## src/rtl/cpu_bus_frontend.sv

```systemverilog
// cpu_bus_frontend: 6502/Z80 host bus front end with strobe sync, settle FSM, read path and write FIFO.
// Define HALT_EN to enable the registered halt_req/halt_ack host stall.
module cpu_bus_frontend #(
    parameter int                ADDR_W      = 16,
    parameter int                DATA_W      = 8,
    parameter int                BUS_MODE    = 0,
    parameter int                SYNC_STAGES = 2,
    parameter int                SETTLE_CYC  = 3,
    parameter logic [ADDR_W-1:0] MAP_BASE    = 'hC000,
    parameter logic [ADDR_W-1:0] MAP_MASK    = 'hC000,
    parameter int                WFIFO_DEPTH = 8
) (
    input  logic              clk,
    input  logic              rst_n,
    input  logic [ADDR_W-1:0] address,
    input  logic [DATA_W-1:0] data_in,
    output logic [DATA_W-1:0] data_out,
    input  logic              phi2,
    input  logic              rwbar,
    input  logic              mreq_n,
    input  logic              rd_n,
    input  logic              wr_n,
    output logic [ADDR_W-1:0] mem_addr,
    output logic              mem_rd_req,
    input  logic              mem_rd_valid,
    input  logic [DATA_W-1:0] mem_rd_data,
    output logic              dataoutenable,
    output logic              busenable,
    input  logic              rdyin,
    output logic              rdy,
    output logic              wf_valid,
    input  logic              wf_ready,
    output logic [ADDR_W-1:0] wf_addr,
    output logic [DATA_W-1:0] wf_data,
    output logic              wf_overflow,
    input  logic              halt_req,
    output logic              halt_ack
);
    localparam int PW = (WFIFO_DEPTH > 1) ? $clog2(WFIFO_DEPTH) : 1;
    localparam int CW = $clog2(WFIFO_DEPTH) + 1;
    localparam int FW = ADDR_W + DATA_W;

    typedef enum logic [2:0] {IDLE, SETTLE, REQ, WAIT, DRIVE, HOLD} state_t;

    // Sync chain carries {phi2, mreq_n, rd_n, wr_n}; reset to the idle bus levels.
    logic [3:0] sync_q [SYNC_STAGES];
    logic [3:0] sync_d [SYNC_STAGES];
    logic [3:0] s;
    logic       strobe, strobe_prev_q, cyc_start, cyc_end, is_read, hit;
    state_t            state_q, state_d;
    logic [3:0]        cnt_q, cnt_d;
    logic [ADDR_W-1:0] mem_addr_q, mem_addr_d;
    logic              req_q, req_d, doe_q, doe_d, be_q, be_d, ovf_q, ovf_d;
    logic [DATA_W-1:0] dout_q, dout_d;
    logic [PW-1:0]     wp_q, wp_d, rp_q, rp_d;
    logic [CW-1:0]     fcnt_q, fcnt_d;
    logic              push, pop, full, push_ok;
    logic [FW-1:0]     fifo_q [WFIFO_DEPTH];
    logic              unused_inputs;

    assign s         = sync_q[SYNC_STAGES-1];
    assign strobe    = (BUS_MODE == 1) ? (!s[2] && (!s[1] || !s[0])) : s[3];
    assign cyc_start = strobe && !strobe_prev_q;
    assign cyc_end   = !strobe && strobe_prev_q;
    assign is_read   = (BUS_MODE == 1) ? !s[1] : rwbar;
    assign hit       = (address & MAP_MASK) == MAP_BASE;

    assign wf_valid  = fcnt_q != '0;
    assign full      = fcnt_q == CW'(WFIFO_DEPTH);
    assign pop       = wf_valid && wf_ready;
    assign push_ok   = push && (!full || pop);

    always_comb begin
        sync_d[0] = {phi2, mreq_n, rd_n, wr_n};
        for (int i = 1; i < SYNC_STAGES; i++) sync_d[i] = sync_q[i-1];
        state_d    = state_q;
        cnt_d      = cnt_q;
        mem_addr_d = mem_addr_q;
        req_d      = 1'b0;
        doe_d      = doe_q;
        be_d       = be_q;
        dout_d     = dout_q;
        push       = 1'b0;
        if (state_q != IDLE && cyc_end) begin
            state_d = IDLE;
            doe_d   = 1'b0;
            be_d    = 1'b0;
        end else begin
            case (state_q)
                IDLE: begin
                    if (cyc_start) begin
                        state_d = SETTLE;
                        cnt_d   = 4'd1;
                    end
                end
                SETTLE: begin
                    if (cnt_q == 4'(SETTLE_CYC)) begin
                        mem_addr_d = address;
                        state_d    = (hit && is_read) ? REQ : HOLD;
                        req_d      = hit && is_read;
                        be_d       = hit;
                        push       = hit && !is_read;
                    end else begin
                        cnt_d = cnt_q + 4'd1;
                    end
                end
                REQ, WAIT: begin
                    state_d = mem_rd_valid ? DRIVE : WAIT;
                    doe_d   = mem_rd_valid;
                    dout_d  = mem_rd_valid ? mem_rd_data : dout_q;
                end
                default: ;
            endcase
        end
        wp_d   = wp_q + PW'(push_ok);
        rp_d   = rp_q + PW'(pop);
        fcnt_d = fcnt_q + CW'(push_ok) - CW'(pop);
        ovf_d  = ovf_q || (push && full && !pop);
    end

    always_ff @(posedge clk or negedge rst_n) begin
        if (!rst_n) begin
            sync_q        <= '{default: 4'b0111};
            strobe_prev_q <= 1'b0;
            state_q       <= IDLE;
            cnt_q         <= '0;
            mem_addr_q    <= '0;
            req_q         <= 1'b0;
            doe_q         <= 1'b0;
            be_q          <= 1'b0;
            dout_q        <= '0;
            wp_q          <= '0;
            rp_q          <= '0;
            fcnt_q        <= '0;
            ovf_q         <= 1'b0;
        end else begin
            sync_q        <= sync_d;
            strobe_prev_q <= strobe;
            state_q       <= state_d;
            cnt_q         <= cnt_d;
            mem_addr_q    <= mem_addr_d;
            req_q         <= req_d;
            doe_q         <= doe_d;
            be_q          <= be_d;
            dout_q        <= dout_d;
            wp_q          <= wp_d;
            rp_q          <= rp_d;
            fcnt_q        <= fcnt_d;
            ovf_q         <= ovf_d;
        end
    end

    always_ff @(posedge clk) begin
        if (push_ok) fifo_q[wp_q] <= {address, data_in};
    end

    assign data_out      = dout_q;
    assign mem_addr      = mem_addr_q;
    assign mem_rd_req    = req_q;
    assign dataoutenable = doe_q;
    assign busenable     = be_q;
    assign wf_overflow   = ovf_q;
    assign wf_addr       = fifo_q[rp_q][FW-1:DATA_W];
    assign wf_data       = fifo_q[rp_q][DATA_W-1:0];

`ifdef HALT_EN
    // Halt is only taken between bus cycles but held until the host drops the request.
    logic halt_q, halt_d;
    always_comb halt_d = halt_q ? halt_req : (halt_req && state_q == IDLE);
    always_ff @(posedge clk or negedge rst_n) begin
        if (!rst_n) halt_q <= 1'b0;
        else        halt_q <= halt_d;
    end
    assign rdy      = halt_q ? 1'b0 : rdyin;
    assign halt_ack = halt_q;
`else
    assign rdy      = rdyin;
    assign halt_ack = 1'b0;
`endif

    assign unused_inputs = ^{halt_req, rwbar};
endmodule

```

## config.mk

```make
export PLATFORM = sky130hd
export DESIGN_NAME = cpu_bus_frontend
export DESIGN_NICKNAME = d
export VERILOG_FILES = /design/src/rtl/cpu_bus_frontend.sv
export SDC_FILE = /design/constraint.sdc
export NUM_CORES = 1
export LEC_CHECK = 0
export CORE_MARGIN = 2
export CORE_UTILIZATION = 40
export DETAILED_ROUTE_END_ITERATION = 6
export DONT_BUFFER_PORTS = 1
export PLACE_DENSITY = 0.5
export SYNTH_ARGS = -nofsm -noshare
export SYNTH_HDL_FRONTEND = slang
export SYNTH_SLANG_ARGS = --single-unit
```

## constraint.sdc

```tcl
create_clock -name clk -period 13.4 [get_ports clk]
set_clock_uncertainty 0.05 [all_clocks]
set_input_delay 2.01 -clock clk [delete_from_list [all_inputs] [get_ports clk]]
set_output_delay 2.01 -clock clk [all_outputs]
set_load 0.05 [all_outputs]
```

[Yosys cells after proc, flatten, opt, wreduce, memory -nomap -nowiden]
Memory sizes are Yosys's and may differ from the RTL's.
Index checks and enable logic that the tools add are counted.
Storage, ports and cells
  bits in writable memories: 192
  memories: 1
  flip-flop bits (word level): 54
  output and inout bits: 55
  logic and storage cells: 83
Memories
  fifo_q: depth 8, bits a word 24, read ports 1, clocked after Yosys merged registers in 0, wr ports 1, RTL line 58  | logic [FW-1:0] fifo_q [WFIFO_DEPTH];
Cells by class
  reduce and logical (&&, ||, !) cells: 30
  mux-type cells: 22
  equality and inequality tests: 10
  bitwise gates (word level): 1
  add/subtract/negate cells: 5
Operators by type and width (count)
  two-way mux 3 bit: 5
  two-way mux 1 bit: 13
  logical AND 1 bit: 9
  one-hot mux 3 bit (3 select lines): 1
  AND reduction 3 bit: 3
  two-way mux 4 bit: 2
  one-hot mux 4 bit (2 select lines): 1
  nonzero test 2 bit: 4
  nonzero test 4 bit: 2
  adder 3 x 1 -> 3 bit: 2
  == test 3 x 2 -> 1 bit (second input constant): 2
  inequality test 3 bit (second input constant): 2
  logical NOT 1 bit: 5
  adder 4 x 1 -> 4 bit: 1
  adder 4 x 1 -> 4 bit (second input constant): 1
  == test 4 x 2 -> 1 bit (second input constant): 1
  == test 4 bit (second input constant): 1
  inequality test 2 bit (second input constant): 2
  AND reduction 4 bit: 1
  subtractor 4 x 1 -> 4 bit: 1
  == test 3 x 1 -> 1 bit (second input constant): 1
  logical NOT 3 bit: 1
  nonzero test 3 bit: 1
  == test 2 bit (second input constant): 1
  4 further kinds: 5

[Logic depth before layout (Yosys ltp)]
  depth after elaboration: 8
  mapped depth: 10

[Worst setup path before layout]
No wires, ideal clock.
  path kind: input -> register
  start: input wf_ready
  end: memory fifo_q[0][0] (netlist name) (enable)
  cell stages on the path: 5
  data arrival time: 5.213 ns
  required time: 12.884 ns
  path slack: 7.671 ns
  buffers on the path: 1
  cells stage by stage: nand2b_1 > and3_1 > or4_1 > buf_4 > nor4_1
Between the ends
  cells in the longest elaborated chain, start to end: 5
RTL lines
  start, declared: RTL line 32  | input logic wf_ready,
  logical AND 1 bit: RTL line 70  | assign pop = wf_valid && wf_ready;
  logical OR 1 bit: RTL line 71  | assign push_ok = push && (!full || pop);
  logical AND 1 bit: RTL line 71
  two-way mux 1 bit: RTL line 154  | if (push_ok) fifo_q[wp_q] <= {address, data_in};
  two-way mux 1 bit (not written as such): RTL line 154
  end, declared: RTL line 58
Every way passes these cells.

[Worst setup path after layout]
  start: register rp_q[0]
  end: output wf_addr[11]
Between the ends
  cells in the longest elaborated chain, start to end: 1
RTL lines
  start, declared: RTL line 55  | logic [PW-1:0] wp_q, wp_d, rp_q, rp_d;
  start signal, assigned: RTL line 147  | rp_q <= rp_d;
  memory (8 x 24 bit)
  end, declared: RTL line 33  | output logic [ADDR_W-1:0] wf_addr,
Every way passes these cells.

==> impl_summary.md <==
Run status
The flow ran to the end, and the final reports show no timing, DRC or antenna violations.

Drt
After detailed routing, the number of remaining DRC violations is 0. The first-pass iteration count of the detailed router is 4. The total detailed-routing wirelength is 18090 µm.

The number of vias in the routed layout is 4273. The count of nets left with antenna violations once routing finished came out at 0. The first routing iteration left 221 violations. The average routed wire per standard cell is 22.28 µm. The mean number of vias per cell is 5.262.

Logic synthesis
By instance count, the leading cell after synthesis is sky130_fd_sc_hd__edfxtp_1. For this run, the leading register cell type out of synthesis is sky130_fd_sc_hd__edfxtp_1. Summing the areas of all compound-gate instances in the mapped netlist gives 1.895% of the synthesized area.

The dominant combinational cell family by area after synthesis is multiplexers. The sequential area share after synthesis is 74.31%. The count of cell types in the netlist is 45.

The simple-gate share of the synthesized area is 3.136%. The number of flops mapped to enable cells by yosys is 192. Synthesis produced a netlist whose cell count is 455. The post-synthesis average cell area is 20.60 µm². By count the netlist is led by sky130_fd_sc_hd__edfxtp_1, sky130_fd_sc_hd__dfrtp_1, sky130_fd_sc_hd__mux2_2, sky130_fd_sc_hd__mux4_2. The post-synthesis net count is 509. By area the synthesized netlist is led by sky130_fd_sc_hd__edfxtp_1, sky130_fd_sc_hd__dfrtp_1, sky130_fd_sc_hd__mux4_2. The warning count from the yosys run is 0. Counting flops with an async set or reset pin after synthesis yields a share of 20.00%.

The cell type contributing the most total cell area after synthesis is sky130_fd_sc_hd__edfxtp_1. The multiplexer share of the synthesized area is 17.30%. The top cell type's share of synthesized area is 61.50%. The xor/xnor cell area share of the yosys netlist is 0.3737%. The synthesized netlist devotes 1.548% of its cell area to adder and majority cells.

The synthesized design contains 240 register bits. Summing every instance area after synthesis gives 9375 µm².

Power
The internal power of the cells totals 1.594 mW. The portion of total power attributed to sequential cells is 44.8%. The switching share of power is 35.58%. The clock network is responsible for 30.5% of the overall power. The maximum vdd drop is 0.1007 mV. For this design the total switching power over the nets is 0.8805 mW. The leakage power figure is 3.671 nW.

Combinational logic burns 24.6% of the power. The overall power of the completed layout is 2.475 mW. Dividing total power by cell area gives a power density of 230.8 nW/µm².

Worst setup path
The data required time of the worst path is 11.34 ns. On the critical path, the stage with the largest delay is an instance of sky130_fd_sc_hd__dfrtp_4. STA puts the critical path data arrival time at 2.70 ns.

In this run the critical register-to-register path is captured at fcnt_q[2]. STA classifies the critical path endpoint as an output pin. The worst setup path is launched from a flip-flop. The count of cells along the worst register-to-register path is 9. On the worst path, the slowest cell contributes a delay of 1.13 ns. Traced cell by cell, the critical path runs through mux4_2 -> mux2_2. The startpoint identified for the worst register-to-register timing path is cnt_q[0]. The worst-case register-to-register setup slack is 10.33 ns.

Of all nets on the critical path, the largest fanout is 49. The kind of critical path is reg2out.

Global route
The total congestion overflow is 0. The via count of the first global-routing pass is 4698. The first global-routing pass estimated 27640 µm of wire.

Entering global routing, the biggest net connects 50 pins. The number of antenna violations at the first check in global routing is 0. For this run, the total global-route usage over all layers was measured as 15.16%.

Cells and area
The multi-input logic area is 2308 µm². The net count of the finished layout is 527. From synthesis to final layout, the design area changed by 14.39%. The count of filler cells inserted in the layout is 1994. Once layout is done, the placed cells without fillers occupy 10720 µm².

The final cell count without fillers is 812. Of the cells placed in the final design, the portion with a size suffix greater than 1 is 32.86%. Across the whole layout, storage elements account for 6972 µm². Measured on the finished design, the core utilization comes to 46.10%. The number of antenna diodes in the final layout is 0.

Timing
The number of max-slew violations in the final report came to 0. The worst path needs 4.756 ns of the cycle, external delays included. The sum of negative setup slack is 0 ns. The maximum clock frequency is 210.3 MHz.

The max-slew headroom at the worst pin is 29.60%. The tightest hold path in the finished design has a slack of 0.2994 ns. The final period utilization is 35.49%. Setup repair after global routing left no endpoint under its margin. Setup violations remaining at the end of the flow were counted as 0. The number of hold violations in the final report is 0.

The post-layout worst setup margin is 8.644 ns. The slew of the pin with the lowest slew margin is 1.056 ns.

Clocking
The number of buffers inserted during clock tree synthesis is 26. The clock edge transition at the registers on the reported setup and hold paths is 0.06 ns. The clock latency at the later pin of the worst-skew pair is 0.51 ns.

The root buffer cell chosen for the clock tree is sky130_fd_sc_hd__clkbuf_16. The maximum level of the CTS H-tree is 1. The longest clock path from root to sink contains 3 buffers. The TritonCTS sink count is 240. Once the clock tree was built, the setup fixing pass inserted 0 buffers.

The number of buffers inserted for hold repair after clock tree synthesis is 0. The number of gates resized after CTS was 0. TritonCTS built the clock tree.

Die
The placeable core area is 23260 µm². 98 I/O pins were placed. The die boundary height is 157.1 µm. The floorplan has 56 rows. The die boundary width is 157.1 µm. The full die area is 24680 µm². For this configuration, the core starts out at a cell density of 40.30%.

Hold path
For hold timing, the worst endpoint is s[3]. Along the worst hold path, the cell count comes to 0. The path class of the tightest hold or removal check is reg2reg. The startpoint identified for the worst hold timing path is sync_d[3].

Placement
Port buffering added 0 buffers. Before CTS, the worst setup slack after placement is 9.095 ns. The HPWL after detailed placement is 9882 µm. Summing all placed instances gives a cell area of 9796 µm². At the end of routability-driven placement, the weighted congestion stood at 0.7678.

The placed instance count is 764.

Flow run
Max-cap violations in this run came to 0.
## sequential cells by signal, summed over array words and instances, names as in the netlist
| signal | cells |
|---|---|
| dataoutenable | 1 |
| fifo_q | 192 |
| cnt_q | 4 |
| state_q | 3 |
| mem_rd_req | 1 |
| mem_addr | 16 |
| strobe_prev_q | 1 |
| busenable | 1 |
| fcnt_q | 4 |
| sync_d | 1 |
| wf_overflow | 1 |
| s | 1 |
| data_out | 8 |
| wp_q | 3 |
| rp_q | 3 |
## cell type report
type                            instances  share of cell area, %
Sequential cell                       240                  65.01
Multi-Input combinational cell        185                  21.53
Clock buffer                           33                  6.790
Clock inverter                         15                  1.867
Inverter                                9                 0.3150
Timing Repair Buffer                   11                 0.7700
Tap cell                              319                  3.722
## layout by cell type, fill, tap and decap left out, drive strengths merged, types with 2 or more instances in the layout
cell type,count
o31ai,2
ha,10
buf,11
nor3b,2
o22ai,2
nand2b,5
clkbuf,33
edfxtp,192
xor2,4
nor2b,2
nand3,5
inv,9
clkinv,10
a21oi,3
a21o,3
mux2,48
nor4b,3
mux4,48
nand4,3
nor2,9
bufinv,5
and4b,2
o21ai,7
dfrtp,48
nand2,10
nor3,2
## worst max-delay path: cells and delay by family, from the launching register on
family	cells	cell delay, ns
DFF	1	1.13
muxes	2	1.04
## cells by family after synthesis
| group | count (synthesis) |
|---|---|
| other | 1 |
| XOR/XNOR | 4 |
| buffers and inverters | 30 |
| flip-flops | 240 |
| AND/OR/NAND/NOR | 47 |
| AO/OA/AOI/OAI | 26 |
| multiplexers | 96 |
| adder cells (fa/ha/maj) | 11 |
## power by group through the flow
stage | Clock, mW | Combinational, mW | Sequential [mW]
final | 0.756 | 0.609 | 1.11
after global routing | 0.805 | 0.646 | 1.13
after CTS | 0.777 | 0.621 | 1.12
after detailed placement | 0 | 0.620 | 1.13
after global placement | 0 | 0.611 | 1.13
after floorplan | 0 | 0.595 | 1.04
## worst max path at each step
| stage | start | slack, ns | cells after the start | to |
|---|---|---|---|---|
| finish | rp_q[0] | 8.64 | 2 | wf_addr[11] |
| global route | rp_q[0] | 8.43 | 2 | wf_addr[11] |
| CTS | rp_q[0] | 8.53 | 2 | wf_addr[11] |
| detailed placement | rp_q[0] | 9.09 | 2 | wf_addr[11] |
| global placement | rp_q[0] | 9.10 | 2 | wf_addr[6] |
| floorplan | wf_ready | 7.67 | 5 | fifo_q[0][0] |
## per-layer routing
| metal | global-route usage [%] | wire length, µm |
|---|---|---|
| met5 | 0 | 0 |
| met4 | 3.896 | 286 |
| met1 | 19.60 | 7881 |
| met3 | 3.524 | 1019 |
| met2 | 25.96 | 8903 |
No activity file was read; power rests on OpenSTA's default activity.
